[src/rtl/xe1ap_pkg.sv]
// Shared types and constants for the XE-1AP host reader: FSM states, frame
// nybble positions and the button bit layout of the decoded output vector.
package xe1ap_pkg;

  typedef enum logic [2:0] {
    IDLE,
    REQ_LOW,
    CAPTURE,
    CHECK,
    DRAIN,
    ABORT
  } state_t;

  typedef logic [3:0] nybble_t;

  localparam int NUM_NYB  = 12;
  localparam int NYB_BTN1 = 0;
  localparam int NYB_BTN2 = 1;
  localparam int NYB_Y_HI = 2;
  localparam int NYB_X_HI = 3;
  localparam int NYB_T_HI = 4;
  localparam int NYB_PAD0 = 5;
  localparam int NYB_Y_LO = 6;
  localparam int NYB_X_LO = 7;
  localparam int NYB_T_LO = 8;
  localparam int NYB_PAD1 = 9;
  localparam int NYB_BTN3 = 10;
  localparam int NYB_END  = 11;

  localparam nybble_t END_NYBBLE = 4'hF;

  localparam int BTN_A      = 0;
  localparam int BTN_B      = 1;
  localparam int BTN_C      = 2;
  localparam int BTN_D      = 3;
  localparam int BTN_E1     = 4;
  localparam int BTN_E2     = 5;
  localparam int BTN_START  = 6;
  localparam int BTN_SELECT = 7;
  localparam int BTN_A2     = 8;
  localparam int BTN_B2     = 9;
  localparam int BTN_AP     = 10;
  localparam int BTN_BP     = 11;

  // Pad lines are active-low; within each group nybble bit 3 is the lowest button.
  function automatic logic [11:0] decode_buttons(input nybble_t b1, input nybble_t b2,
                                                 input nybble_t b3);
    logic [11:0] pressed;
    pressed             = '0;
    pressed[BTN_A]      = ~b1[3];
    pressed[BTN_B]      = ~b1[2];
    pressed[BTN_C]      = ~b1[1];
    pressed[BTN_D]      = ~b1[0];
    pressed[BTN_E1]     = ~b2[3];
    pressed[BTN_E2]     = ~b2[2];
    pressed[BTN_START]  = ~b2[0];
    pressed[BTN_SELECT] = ~b2[1];
    pressed[BTN_A2]     = ~b3[3];
    pressed[BTN_B2]     = ~b3[2];
    pressed[BTN_AP]     = ~b3[1];
    pressed[BTN_BP]     = ~b3[0];
    return pressed;
  endfunction

endpackage

[src/rtl/xe1ap_host_if.sv]
// Connection bundle between core logic, the pad connector and xe1ap_host.
// master = the side driving start/pad lines, slave = the host reader itself.
interface xe1ap_host_if;
  logic        start;
  logic [1:0]  speed_sel;
  logic        ack_in;
  logic        lo_hi_in;
  logic [3:0]  data_in;
  logic        req;
  logic        busy;
  logic        valid;
  logic        frame_err;
  logic [11:0] buttons;
  logic [7:0]  ch0_y;
  logic [7:0]  ch1_x;
  logic [7:0]  ch2_thr;

  modport master (
    output start, speed_sel, ack_in, lo_hi_in, data_in,
    input  req, busy, valid, frame_err, buttons, ch0_y, ch1_x, ch2_thr
  );

  modport slave (
    input  start, speed_sel, ack_in, lo_hi_in, data_in,
    output req, busy, valid, frame_err, buttons, ch0_y, ch1_x, ch2_thr
  );
endinterface

[src/rtl/xe1ap_usec_timer.sv]
// Microsecond timebase: a 0..CLKPERUSEC-1 prescaler feeding a saturating
// microsecond counter; clr_i restarts both from zero.
module xe1ap_usec_timer #(
  parameter int CLKPERUSEC = 50,
  parameter int CNT_W      = 9
) (
  input  logic             clk_sys,
  input  logic             reset,
  input  logic             clr_i,
  output logic [CNT_W-1:0] usec_o
);

  localparam int PRE_W = (CLKPERUSEC > 1) ? $clog2(CLKPERUSEC) : 1;

  logic [PRE_W-1:0] pre_q, pre_d;
  logic [CNT_W-1:0] usec_q, usec_d;
  logic             tick;

  assign tick = (pre_q == PRE_W'(CLKPERUSEC - 1));

  always_comb begin
    pre_d  = tick ? '0 : pre_q + 1'b1;
    usec_d = usec_q;
    if (tick && (usec_q != '1)) begin
      usec_d = usec_q + 1'b1;
    end
    if (clr_i) begin
      pre_d  = '0;
      usec_d = '0;
    end
  end

  always_ff @(posedge clk_sys) begin
    if (reset) begin
      pre_q  <= '0;
      usec_q <= '0;
    end else begin
      pre_q  <= pre_d;
      usec_q <= usec_d;
    end
  end

  assign usec_o = usec_q;

endmodule

[src/rtl/xe1ap_host.sv]
// XE-1AP / CyberStick host reader: drives REQ, captures the 12-nybble frame
// and decodes it. Optional auto-poll is enabled by XE1AP_HOST_AUTOPOLL_EN.
module xe1ap_host
  import xe1ap_pkg::*;
#(
  parameter int CLKPERUSEC = 50,
  parameter int REQ_MIN_US = 4,
  parameter int TIMEOUT_US = 250
`ifdef XE1AP_HOST_AUTOPOLL_EN
  , parameter int POLL_US  = 16000
`endif
) (
  input  logic         clk_sys,
  input  logic         reset,
  xe1ap_host_if.slave  bus
);

  localparam logic [8:0] REQ_MIN_CNT = 9'(REQ_MIN_US);
  localparam logic [8:0] TIMEOUT_CNT = 9'(TIMEOUT_US);
  // Pin order {lo_hi, ack, data[3:0]}; ACK idles high.
  localparam logic [5:0] PIN_IDLE = 6'b01_0000;

  state_t      state_q, state_d;
  logic [5:0]  pin_s1_q, pin_s2_q;
  logic        ack_dly_q;
  logic        ack_s, lohi_s, ack_fall;
  logic [3:0]  data_s;

  logic [3:0]  n_q, n_d;
  logic [1:0]  speed_q, speed_d;
  logic        mism_q, mism_d;
  logic        req_q, req_d;
  logic        busy_q, busy_d;
  logic        valid_q, valid_d;
  logic        ferr_q, ferr_d;
  logic [11:0] buttons_q, buttons_d;
  logic [7:0]  y_q, y_d, x_q, x_d, thr_q, thr_d;

  nybble_t     nyb_q [NUM_NYB];
  logic [NUM_NYB-1:0] nyb_ld;

  logic [8:0]  usec;
  logic        tmr_clr, timed_out, cap_stb, frame_ok, drain_done, start_eff;

  always_ff @(posedge clk_sys) begin
    if (reset) begin
      pin_s1_q  <= PIN_IDLE;
      pin_s2_q  <= PIN_IDLE;
      ack_dly_q <= 1'b1;
    end else begin
      pin_s1_q  <= {bus.lo_hi_in, bus.ack_in, bus.data_in};
      pin_s2_q  <= pin_s1_q;
      ack_dly_q <= pin_s2_q[4];
    end
  end

  assign data_s   = pin_s2_q[3:0];
  assign ack_s    = pin_s2_q[4];
  assign lohi_s   = pin_s2_q[5];
  assign ack_fall = ack_dly_q & ~ack_s;

  assign cap_stb    = (state_q == CAPTURE) && ack_fall;
  assign timed_out  = (usec >= TIMEOUT_CNT);
  assign drain_done = (ack_s && !lohi_s) || timed_out;
  assign frame_ok   = (nyb_q[NYB_PAD0] == 4'h0) && (nyb_q[NYB_PAD1] == 4'h0) &&
                      (nyb_q[NYB_END] == END_NYBBLE) && !mism_q;

  // Every state change and every captured nybble restarts the shared timebase.
  assign tmr_clr = (state_d != state_q) || cap_stb;

  xe1ap_usec_timer #(
    .CLKPERUSEC (CLKPERUSEC),
    .CNT_W      (9)
  ) u_timer (
    .clk_sys (clk_sys),
    .reset   (reset),
    .clr_i   (tmr_clr),
    .usec_o  (usec)
  );

`ifdef XE1AP_HOST_AUTOPOLL_EN
  localparam int POLL_W = $clog2(POLL_US + 1);
  logic [POLL_W-1:0] poll_usec;

  // Held clear while a frame is in flight, so the period restarts at completion.
  xe1ap_usec_timer #(
    .CLKPERUSEC (CLKPERUSEC),
    .CNT_W      (POLL_W)
  ) u_poll_timer (
    .clk_sys (clk_sys),
    .reset   (reset),
    .clr_i   (state_q != IDLE),
    .usec_o  (poll_usec)
  );

  assign start_eff = bus.start || ((state_q == IDLE) && (poll_usec >= POLL_W'(POLL_US)));
`else
  assign start_eff = bus.start;
`endif

  for (genvar gi = 0; gi < NUM_NYB; gi++) begin : g_nyb_ld
    assign nyb_ld[gi] = cap_stb && (n_q == 4'(gi));
  end

  always_ff @(posedge clk_sys) begin
    if (reset) begin
      for (int i = 0; i < NUM_NYB; i++) nyb_q[i] <= 4'h0;
    end else begin
      for (int i = 0; i < NUM_NYB; i++) begin
        if (nyb_ld[i]) nyb_q[i] <= data_s;
      end
    end
  end

  always_ff @(posedge clk_sys) begin
    if (reset) state_q <= IDLE;
    else       state_q <= state_d;
  end

  always_comb begin
    state_d = state_q;
    unique case (state_q)
      IDLE:    if (start_eff) state_d = REQ_LOW;
      REQ_LOW: if (usec >= REQ_MIN_CNT) state_d = CAPTURE;
      CAPTURE: begin
        if (ack_fall) begin
          if (n_q == 4'(NYB_END)) state_d = CHECK;
        end else if (timed_out) begin
          state_d = ABORT;
        end
      end
      CHECK:   state_d = DRAIN;
      DRAIN:   if (drain_done) state_d = IDLE;
      ABORT:   state_d = DRAIN;
      default: state_d = IDLE;
    endcase
  end

  always_comb begin
    n_d       = n_q;
    speed_d   = speed_q;
    mism_d    = mism_q;
    req_d     = req_q;
    busy_d    = busy_q;
    valid_d   = 1'b0;
    ferr_d    = 1'b0;
    buttons_d = buttons_q;
    y_d       = y_q;
    x_d       = x_q;
    thr_d     = thr_q;
    unique case (state_q)
      IDLE: begin
        if (start_eff) begin
          n_d     = '0;
          speed_d = bus.speed_sel;
          mism_d  = 1'b0;
          req_d   = 1'b0;
          busy_d  = 1'b1;
        end
      end
      CAPTURE: begin
        if (ack_fall) begin
          n_d = n_q + 1'b1;
          if (lohi_s != n_q[0]) mism_d = 1'b1;
          // Releasing REQ here makes the pad see it high at its speed check.
          if (n_q == {1'b0, speed_q, 1'b0}) req_d = 1'b1;
        end
      end
      CHECK: begin
        req_d = 1'b1;
        if (frame_ok) begin
          valid_d   = 1'b1;
          y_d       = {nyb_q[NYB_Y_HI], nyb_q[NYB_Y_LO]};
          x_d       = {nyb_q[NYB_X_HI], nyb_q[NYB_X_LO]};
          thr_d     = {nyb_q[NYB_T_HI], nyb_q[NYB_T_LO]};
          buttons_d = decode_buttons(nyb_q[NYB_BTN1], nyb_q[NYB_BTN2], nyb_q[NYB_BTN3]);
        end else begin
          ferr_d = 1'b1;
        end
      end
      DRAIN:   if (drain_done) busy_d = 1'b0;
      ABORT: begin
        req_d  = 1'b1;
        ferr_d = 1'b1;
      end
      default: ;
    endcase
  end

  always_ff @(posedge clk_sys) begin
    if (reset) begin
      n_q       <= '0;
      speed_q   <= '0;
      mism_q    <= 1'b0;
      req_q     <= 1'b1;
      busy_q    <= 1'b0;
      valid_q   <= 1'b0;
      ferr_q    <= 1'b0;
      buttons_q <= '0;
      y_q       <= 8'h80;
      x_q       <= 8'h80;
      thr_q     <= 8'h80;
    end else begin
      n_q       <= n_d;
      speed_q   <= speed_d;
      mism_q    <= mism_d;
      req_q     <= req_d;
      busy_q    <= busy_d;
      valid_q   <= valid_d;
      ferr_q    <= ferr_d;
      buttons_q <= buttons_d;
      y_q       <= y_d;
      x_q       <= x_d;
      thr_q     <= thr_d;
    end
  end

  assign bus.req       = req_q;
  assign bus.busy      = busy_q;
  assign bus.valid     = valid_q;
  assign bus.frame_err = ferr_q;
  assign bus.buttons   = buttons_q;
  assign bus.ch0_y     = y_q;
  assign bus.ch1_x     = x_q;
  assign bus.ch2_thr   = thr_q;

endmodule

[src/flat_wrapper.sv]
// flat-port wrapper written by rule: the top's interface ports become plain ports
module xe1ap_host_flat import xe1ap_pkg::*;
#(
  parameter int CLKPERUSEC = 50,
  parameter int REQ_MIN_US = 4,
  parameter int TIMEOUT_US = 250

)
  (clk_sys, reset, bus_start, bus_speed_sel, bus_ack_in, bus_lo_hi_in, bus_data_in, bus_req, bus_busy, bus_valid, bus_frame_err, bus_buttons, bus_ch0_y, bus_ch1_x, bus_ch2_thr);
  xe1ap_host_if bus_i ();
  input  logic clk_sys;
  input  logic reset;
  input wire logic [$bits(bus_i.start)-1:0] bus_start;
  input wire logic [$bits(bus_i.speed_sel)-1:0] bus_speed_sel;
  input wire logic [$bits(bus_i.ack_in)-1:0] bus_ack_in;
  input wire logic [$bits(bus_i.lo_hi_in)-1:0] bus_lo_hi_in;
  input wire logic [$bits(bus_i.data_in)-1:0] bus_data_in;
  output wire logic [$bits(bus_i.req)-1:0] bus_req;
  output wire logic [$bits(bus_i.busy)-1:0] bus_busy;
  output wire logic [$bits(bus_i.valid)-1:0] bus_valid;
  output wire logic [$bits(bus_i.frame_err)-1:0] bus_frame_err;
  output wire logic [$bits(bus_i.buttons)-1:0] bus_buttons;
  output wire logic [$bits(bus_i.ch0_y)-1:0] bus_ch0_y;
  output wire logic [$bits(bus_i.ch1_x)-1:0] bus_ch1_x;
  output wire logic [$bits(bus_i.ch2_thr)-1:0] bus_ch2_thr;
  assign bus_i.start = bus_start;
  assign bus_i.speed_sel = bus_speed_sel;
  assign bus_i.ack_in = bus_ack_in;
  assign bus_i.lo_hi_in = bus_lo_hi_in;
  assign bus_i.data_in = bus_data_in;
  assign bus_req = bus_i.req;
  assign bus_busy = bus_i.busy;
  assign bus_valid = bus_i.valid;
  assign bus_frame_err = bus_i.frame_err;
  assign bus_buttons = bus_i.buttons;
  assign bus_ch0_y = bus_i.ch0_y;
  assign bus_ch1_x = bus_i.ch1_x;
  assign bus_ch2_thr = bus_i.ch2_thr;
  xe1ap_host #(.CLKPERUSEC(CLKPERUSEC), .REQ_MIN_US(REQ_MIN_US), .TIMEOUT_US(TIMEOUT_US)) u_core (.clk_sys(clk_sys), .reset(reset), .bus(bus_i));
endmodule
[config.mk]
export PLATFORM = sky130hd
export DESIGN_NAME = xe1ap_host_flat
export DESIGN_NICKNAME = d
export VERILOG_FILES = /design/src/rtl/xe1ap_pkg.sv /design/src/rtl/xe1ap_host_if.sv /design/src/rtl/xe1ap_usec_timer.sv /design/src/rtl/xe1ap_host.sv /design/src/flat_wrapper.sv
export SDC_FILE = /design/constraint.sdc
export NUM_CORES = 1
export LEC_CHECK = 0
export BUFFER_PORTS_ARGS = -buffer_cell sky130_fd_sc_hd__buf_4
export CORE_ASPECT_RATIO = 0.6
export CORE_UTILIZATION = 55
export CTS_BUF_LIST = sky130_fd_sc_hd__clkbuf_8
export DETAILED_ROUTE_END_ITERATION = 7
export PLACE_DENSITY = 0.73
export SYNTH_ARGS = -nofsm -noshare
export SYNTH_HDL_FRONTEND = slang
export SYNTH_SLANG_ARGS = --single-unit
[constraint.sdc]
create_clock -name clk_sys -period 2.82 [get_ports clk_sys]
set_input_delay 0.564 -clock clk_sys [delete_from_list [all_inputs] [get_ports clk_sys]]
set_output_delay 0.564 -clock clk_sys [all_outputs]
set_load 0.03 [all_outputs]
== Yosys cells after proc, flatten, opt, wreduce, memory -nomap -nowiden ==
Memories as Yosys holds them, arrays and structs flattened. A register that Yosys moved wholly into a read port is not among the register bits.
Cells that the tools add are included.
Widths: inputs -> output; s select.
Storage, ports and cells
  register bits: 54
  memory bits (writable): 48
  output and inout port bits: 40
  logic and storage cells: 186
  memories: 1
Cells by class
  add/sub/neg operators: 3
  $lt $le $gt $ge: 2
  eq/ne operators: 27
  mux-type cells: 73
  bitwise logic cells: 27
  reduce and logical (&&, ||, !) cells: 39
Memories
  u_core.nyb_q: depth 12, bits a word 4, rd ports 12, clocked after memory_dff 6, wr ports 12, RTL line xe1ap_host.sv:39  | nybble_t nyb_q [NUM_NYB];
Operators with widths (count)
  $mux 4: 14
  $mux 1: 47
  $eq 4x4->1 const B: 5
  $logic_and 1x1->1: 18
  $mux 3: 6
  $eq 4x3->1 const B: 4
  $pmux 3 s5: 1
  $not 1->1: 14
  $logic_not 4->1: 3
  $or 1x1->1: 12
  $add 9x1->9 const B: 1
  $ge 9x3->1 const B: 1
  $ge 9x8->1 const B: 1
  $ne 9x9->1 const B: 1
  $eq 4x2->1 const B: 2
  $pmux 4 s2: 1
  $reduce_and 4->1: 2
  $add 6x1->6 const B: 1
  $eq 3x2->1 const B: 2
  $eq 3x3->1 const B: 2
  $eq 6x6->1 const B: 1
  $ne 2x2->1 const B: 3
  $pmux 1 s2: 3
  $reduce_and 3->1: 2
  17 further kinds: 24

== Longest topological paths before layout ==
  word-level depth: 8
  gate-level depth with buffers: 8
  gate-level depth less buffers: 8

== Hierarchy ==
From an unflattened synthesis, not the netlist that was laid out.
Unflattened totals
  cells, all modules: 503
  area, all modules: 5118.7 µm²
By module, submodules not included
  xe1ap_host: instances 1, cells each 420, area an instance 4395.5 µm², sequential area each 2702.6 µm²
  xe1ap_usec_timer: instances 1, cells each 83, area an instance 723.2 µm², sequential area each 300.3 µm²

== Least setup slack after synthesis ==
No wires, ideal clock.
  path type: reg-to-reg
  start point: register u_core.u_timer.usec_q[0] (netlist: u_core.u_timer.usec_o[0])
  end point: register u_core.u_timer.usec_q[1] (netlist: u_core.u_timer.usec_o[1])
  setup time: 0.088 ns
  arrival: 1.879 ns
  required time: 2.732 ns
  slack: 0.853 ns
  stages on the path, launching flop included: 9
  path buffers: 1
  clock period less this slack: 1.967 ns
  cells stage by stage: dfxtp_1 -> inv_1 -> ha_1 -> or3_4 -> a31oi_4 -> o21ai_2 -> o221a_4 -> buf_6 -> nor4_4
Between the ends
  cells in the longest elaborated chain, start to end: 7
  elaborated cells on any way between the ends: 14
  those cells by class: add/sub (1); order compare (2); eq/ne (2); mux (5); reduce/logical (4)
RTL lines
  start: declaration: RTL line xe1ap_usec_timer.sv:16  | logic [CNT_W-1:0] usec_q, usec_d;
  start signal: assignment: RTL line xe1ap_usec_timer.sv:39  | usec_q <= usec_d;
  $ge 9x8->1: RTL line xe1ap_host.sv:63  | assign timed_out = (usec >= TIMEOUT_CNT);
  $mux 3 / $logic_or 1x1->1 (equally long branches): RTL line xe1ap_host.sv:128, xe1ap_host.sv:64
  $mux 3 (on tied branches): RTL line xe1ap_host.sv:126, xe1ap_host.sv:133
  $pmux 3 s5: RTL line xe1ap_host.sv:122  | unique case (state_q)
  $ne 3x3->1: RTL line xe1ap_host.sv:69  | assign tmr_clr = (state_d != state_q) || cap_stb;
  $logic_or 1x1->1: RTL line xe1ap_host.sv:69
  $reduce_or 2->1 (no line)
Several ways; a longest one is shown, not always the timed one.
A chain may end at the register's enable or synchronous reset.

==> summary.txt <==
Clock network
  – CTS H-Tree Depth: 4
  – CTS Buf Count: 17
  – CTS-repair resized insts: 0
  – Worst skew pair latency: 0.43 ns
  – Hold_buf cts: 0
  – CTS Buffer Depth: 2
  – Cell chosen for the clock root: clkbuf_8
  – Setup bufs post-CTS: 0
  – Clock sink count: 126
  – CTS tree: yes
  – CTS clk-pin slew, worst paths: 0.07 ns

Outcome
  – Status: complete, but fails checks
  – Violated checks: design-rule violations

Final layout
  – Synth-to-layout area growth: 16.9%
  – Final net count: 558
  – Commonest cells after routing, fill and taps aside: nand2_1 (90), dfxtp_1 (78), nor2_1 (68)
  – Footprint of the multi-input gates: 1850 um^2
  – Post-route design area: 5900 um^2
  – Commonest non-fill, non-tap cell in the layout: nand2_1
  – Sequential Area: 3000 um^2
  – Share of layout cells above drive strength 1: 20.1%
  – Fillcell total: 682
  – Layout Cells excl Fill: between 600 and 700
  – N_diodes: 0

Synth
  – Largest family of logic cells by synthesized area: simple AND/OR/NAND/NOR gates
  – Post-synthesis xor/xnor area fraction: 2.60%
  – Post-Syn Instances: 488
  – Simple-gate share of the synthesized area: 23.1%
  – Register area share after synthesis: 59.5%
  – Post-synthesis mux area share: 0.198%
  – #FFs+latches synth: ~130
  – Cell taking the most area after synthesis: dfxtp_1
  – Synth top area share: 31.0%
  – Syn_area_per_cell: around 10 um^2
  – Synth Flop Type: dfxtp_1
  – Compound-cell area share of the yosys netlist: 8.43%
  – Fraction of registers with async set/reset: 0%
  – Yosys cell types: 48
  – Syn_nets: around 510
  – Yosys warns: 0
  – Post-Synth Adder-Cell Area: 2.23%
  – Post-synth EDFFs: 48
  – Synthesized area: between 5000 and 6000 um^2
  – Synth top area cells: dfxtp_1 (31%), edfxtp_1 (29%), nand2_1 (6.7%)

Global route
  – Global Route Usage Sum: 22.8%
  – Initial antenna violation count: 0
  – Vias in the first global route: 3329
  – GRT overflow: 0
  – Largest net degree at the start of global routing: 58
  – First-pass GRT wire length: 16700 um

Worst setup path
  – Worst r2r src: u_core.ack_dly_q
  – Worst EP arrival: 2.31 ns
  – Worst setup EP type: flip-flop
  – Crit Path Max Fanout: 6
  – Cells along the critical path: nor2b_1 > nand3_1 > nor3_1 > nand2_1 > nand2_1
  – R2R setup slack: 0.64 ns
  – Critical Path Sink: u_core.nyb_q[3][3]
  – CP peak stage delay: 0.49 ns
  – Slowest-stage cell, CP: nor3_1
  – Startpoint class of the critical path: flip-flop
  – Reg2Reg Depth: 5
  – Worst setup path class: flip-flop to flip-flop
  – WP buf/inv: 0
  – Reg2reg end: u_core.nyb_q[3][3]
  – Launch point of the worst path: u_core.ack_dly_q
  – Levels on crit path: 5
  – Critical Path RT: a little under 3 ns
  – CP top delay family: simple AND/OR/NAND/NOR gates
  – Most used cell, CP: nand2_1

Die
  – Io pins: 51
  – Die X: 126 um
  – Die Span Y: 76.2 um
  – Area of the core: 8690 um^2
  – Die Footprint: ~9600 um^2
  – Initial Utilization: 58.1%
  – FP Rows: 26

Power and ir drop
  – Sw Ratio: 21.2%
  – Power Density: between 600 and 700 nW/um^2
  – Comb power frac: 3.5%
  – Leakage: 2.22 nW
  – Clock Power Share: 44.7%
  – Int Power: just under 0.003 W
  – Maximum VDD drop: 382 uV
  – NetSw: 0.000796 W
  – Seq pwr share: 51.9%

Place
  – # port buffers: 50
  – Post-DP HPWL: 6940 um
  – Placed cell count: 631
  – Gpl congestion: approximately 0.8
  – Placed Area: 5460 um^2

Timing
  – Clock skew: 0.0123 ns
  – Slew Viols, Final: 0
  – Hold Slack: ~0.32 ns
  – Fmax: 459 MHz
  – RSZ-0062 raised after global routing: false
  – Count of final setup violators: 0
  – Worst-margin pin slew: 0.600 ns
  – Fin Setup TNS: 0 ns
  – Slew HR: 60.0%
  – Part of the cycle the worst path needs: 77.3%
  – Final Critical Period: 2.18 ns
  – Final Hold Vio Count: 0

Detailed routing
  – Number of remaining DRC errors: 5
  – Pre-Repair DR Iteration Count: 7
  – 1st-iter DRT viols: ~310
  – Vias per inst: 5.37
  – Total number of vias: 3561
  – Antenna-violating nets left: 0
  – Drt wl/cell: ~15 um
  – Final WL: 10100 um

Flow run
  – Max-cap viol count: 0

Hold path
  – Min-Delay Path Class: input pin to flip-flop
synth_stat cells, types with 3 or more instances:
library cell	number
xnor2_1	11
a21oi_1	29
ha_1	9
nor3_1	10
nand2b_1	4
xor2_1	4
o21bai_1	3
nand3_1	12
a211oi_1	15
nor2_1	68
edfxtp_1	48
nor4_2	9
clkbuf_1	17
buf_2	3
nor2b_1	14
or2_2	4
and3_1	3
o21ai_0	3
inv_1	14
dfxtp_1	78
clkbuf_8	3
nand2_1	90
nor4b_1	6
flip-flops by register name, indices dropped and copies added (netlist names), 6 cells and up:
signal	count
bus_ch0_y	8
bus_ch1_x	8
bus_ch2_thr	8
u_core.bus.buttons	12
u_core.nyb_q	48
u_core.pin_s1_q	6
u_core.pin_s2_q	6
u_core.u_timer.pre_q	6
u_core.u_timer.usec_o	9
power by group through the flow:
stage               Sequential, W  Clock (W)  Combinational [W]
global route              0.00195    0.00178           0.000142
global placement          0.00199          0           0.000127
finish                    0.00195    0.00168           0.000130
detailed placement        0.00199          0           0.000130
floorplan                 0.00198          0          0.0000975
CTS                       0.00195    0.00170           0.000131
worst reg2reg max path, stage by stage (launching register included):
cell and delay, ns:
dfxtp_1 0.33, nor2b_1 0.38, nand3_1 0.22, nor3_1 0.49, nand2_1 0.24, nand2_1 0.22
per-stage QoR:
stage	utilization (%)	setup slack [ns]	power [W]
after detailed placement	62.9	0.629	0.00212
after global routing	67.9	0.427	0.00387
after global placement	62.9	0.739	0.00211
final	67.9	0.640	0.00375
after CTS	67.9	0.631	0.00378
after floorplan	-	0.853	0.00208
final cells by class:
| type | count | area share, % |
|---|---|---|
| Clock buffer | 22 | 5.13 |
| Sequential cell | 126 | 50.9 |
| Timing Repair Buffer | 56 | 7.13 |
| Clock inverter | 10 | 2.27 |
| Tap cell | 112 | 2.38 |
| Multi-Input combinational cell | 323 | 31.3 |
| Inverter | 14 | 0.891 |
logic make-up after synthesis:
logic type / after synthesis
DFF: 126
AOI/OAI and AO/OA: 62
buffers and inverters: 39
muxes: 1
xor gates and xnor gates: 15
and+or+nand+nor: 236
adders and majority gates: 9
worst min-delay path by stage:
stage                                  start                  to  depth (start not counted)
after global routing              bus_ack_in  u_core.pin_s1_q[4]                          2
after global placement    u_core.pin_s1_q[4]  u_core.pin_s2_q[4]                          1
after floorplan           u_core.pin_s1_q[4]  u_core.pin_s2_q[4]                          1
final                             bus_ack_in  u_core.pin_s1_q[4]                          2
after detailed placement  u_core.pin_s1_q[4]  u_core.pin_s2_q[4]                          1
after CTS                         bus_ack_in  u_core.pin_s1_q[4]                          2
layer usage:
metal	up-vias	GRT usage (%)	wire, um
met2	111	31.1	4250
li1	1772	-	-
met5	-	0	0
met4	0	9.63	68
met3	7	6.04	580
met1	1671	34.0	5190
Note: power is estimated with default switching activity, not from simulation.
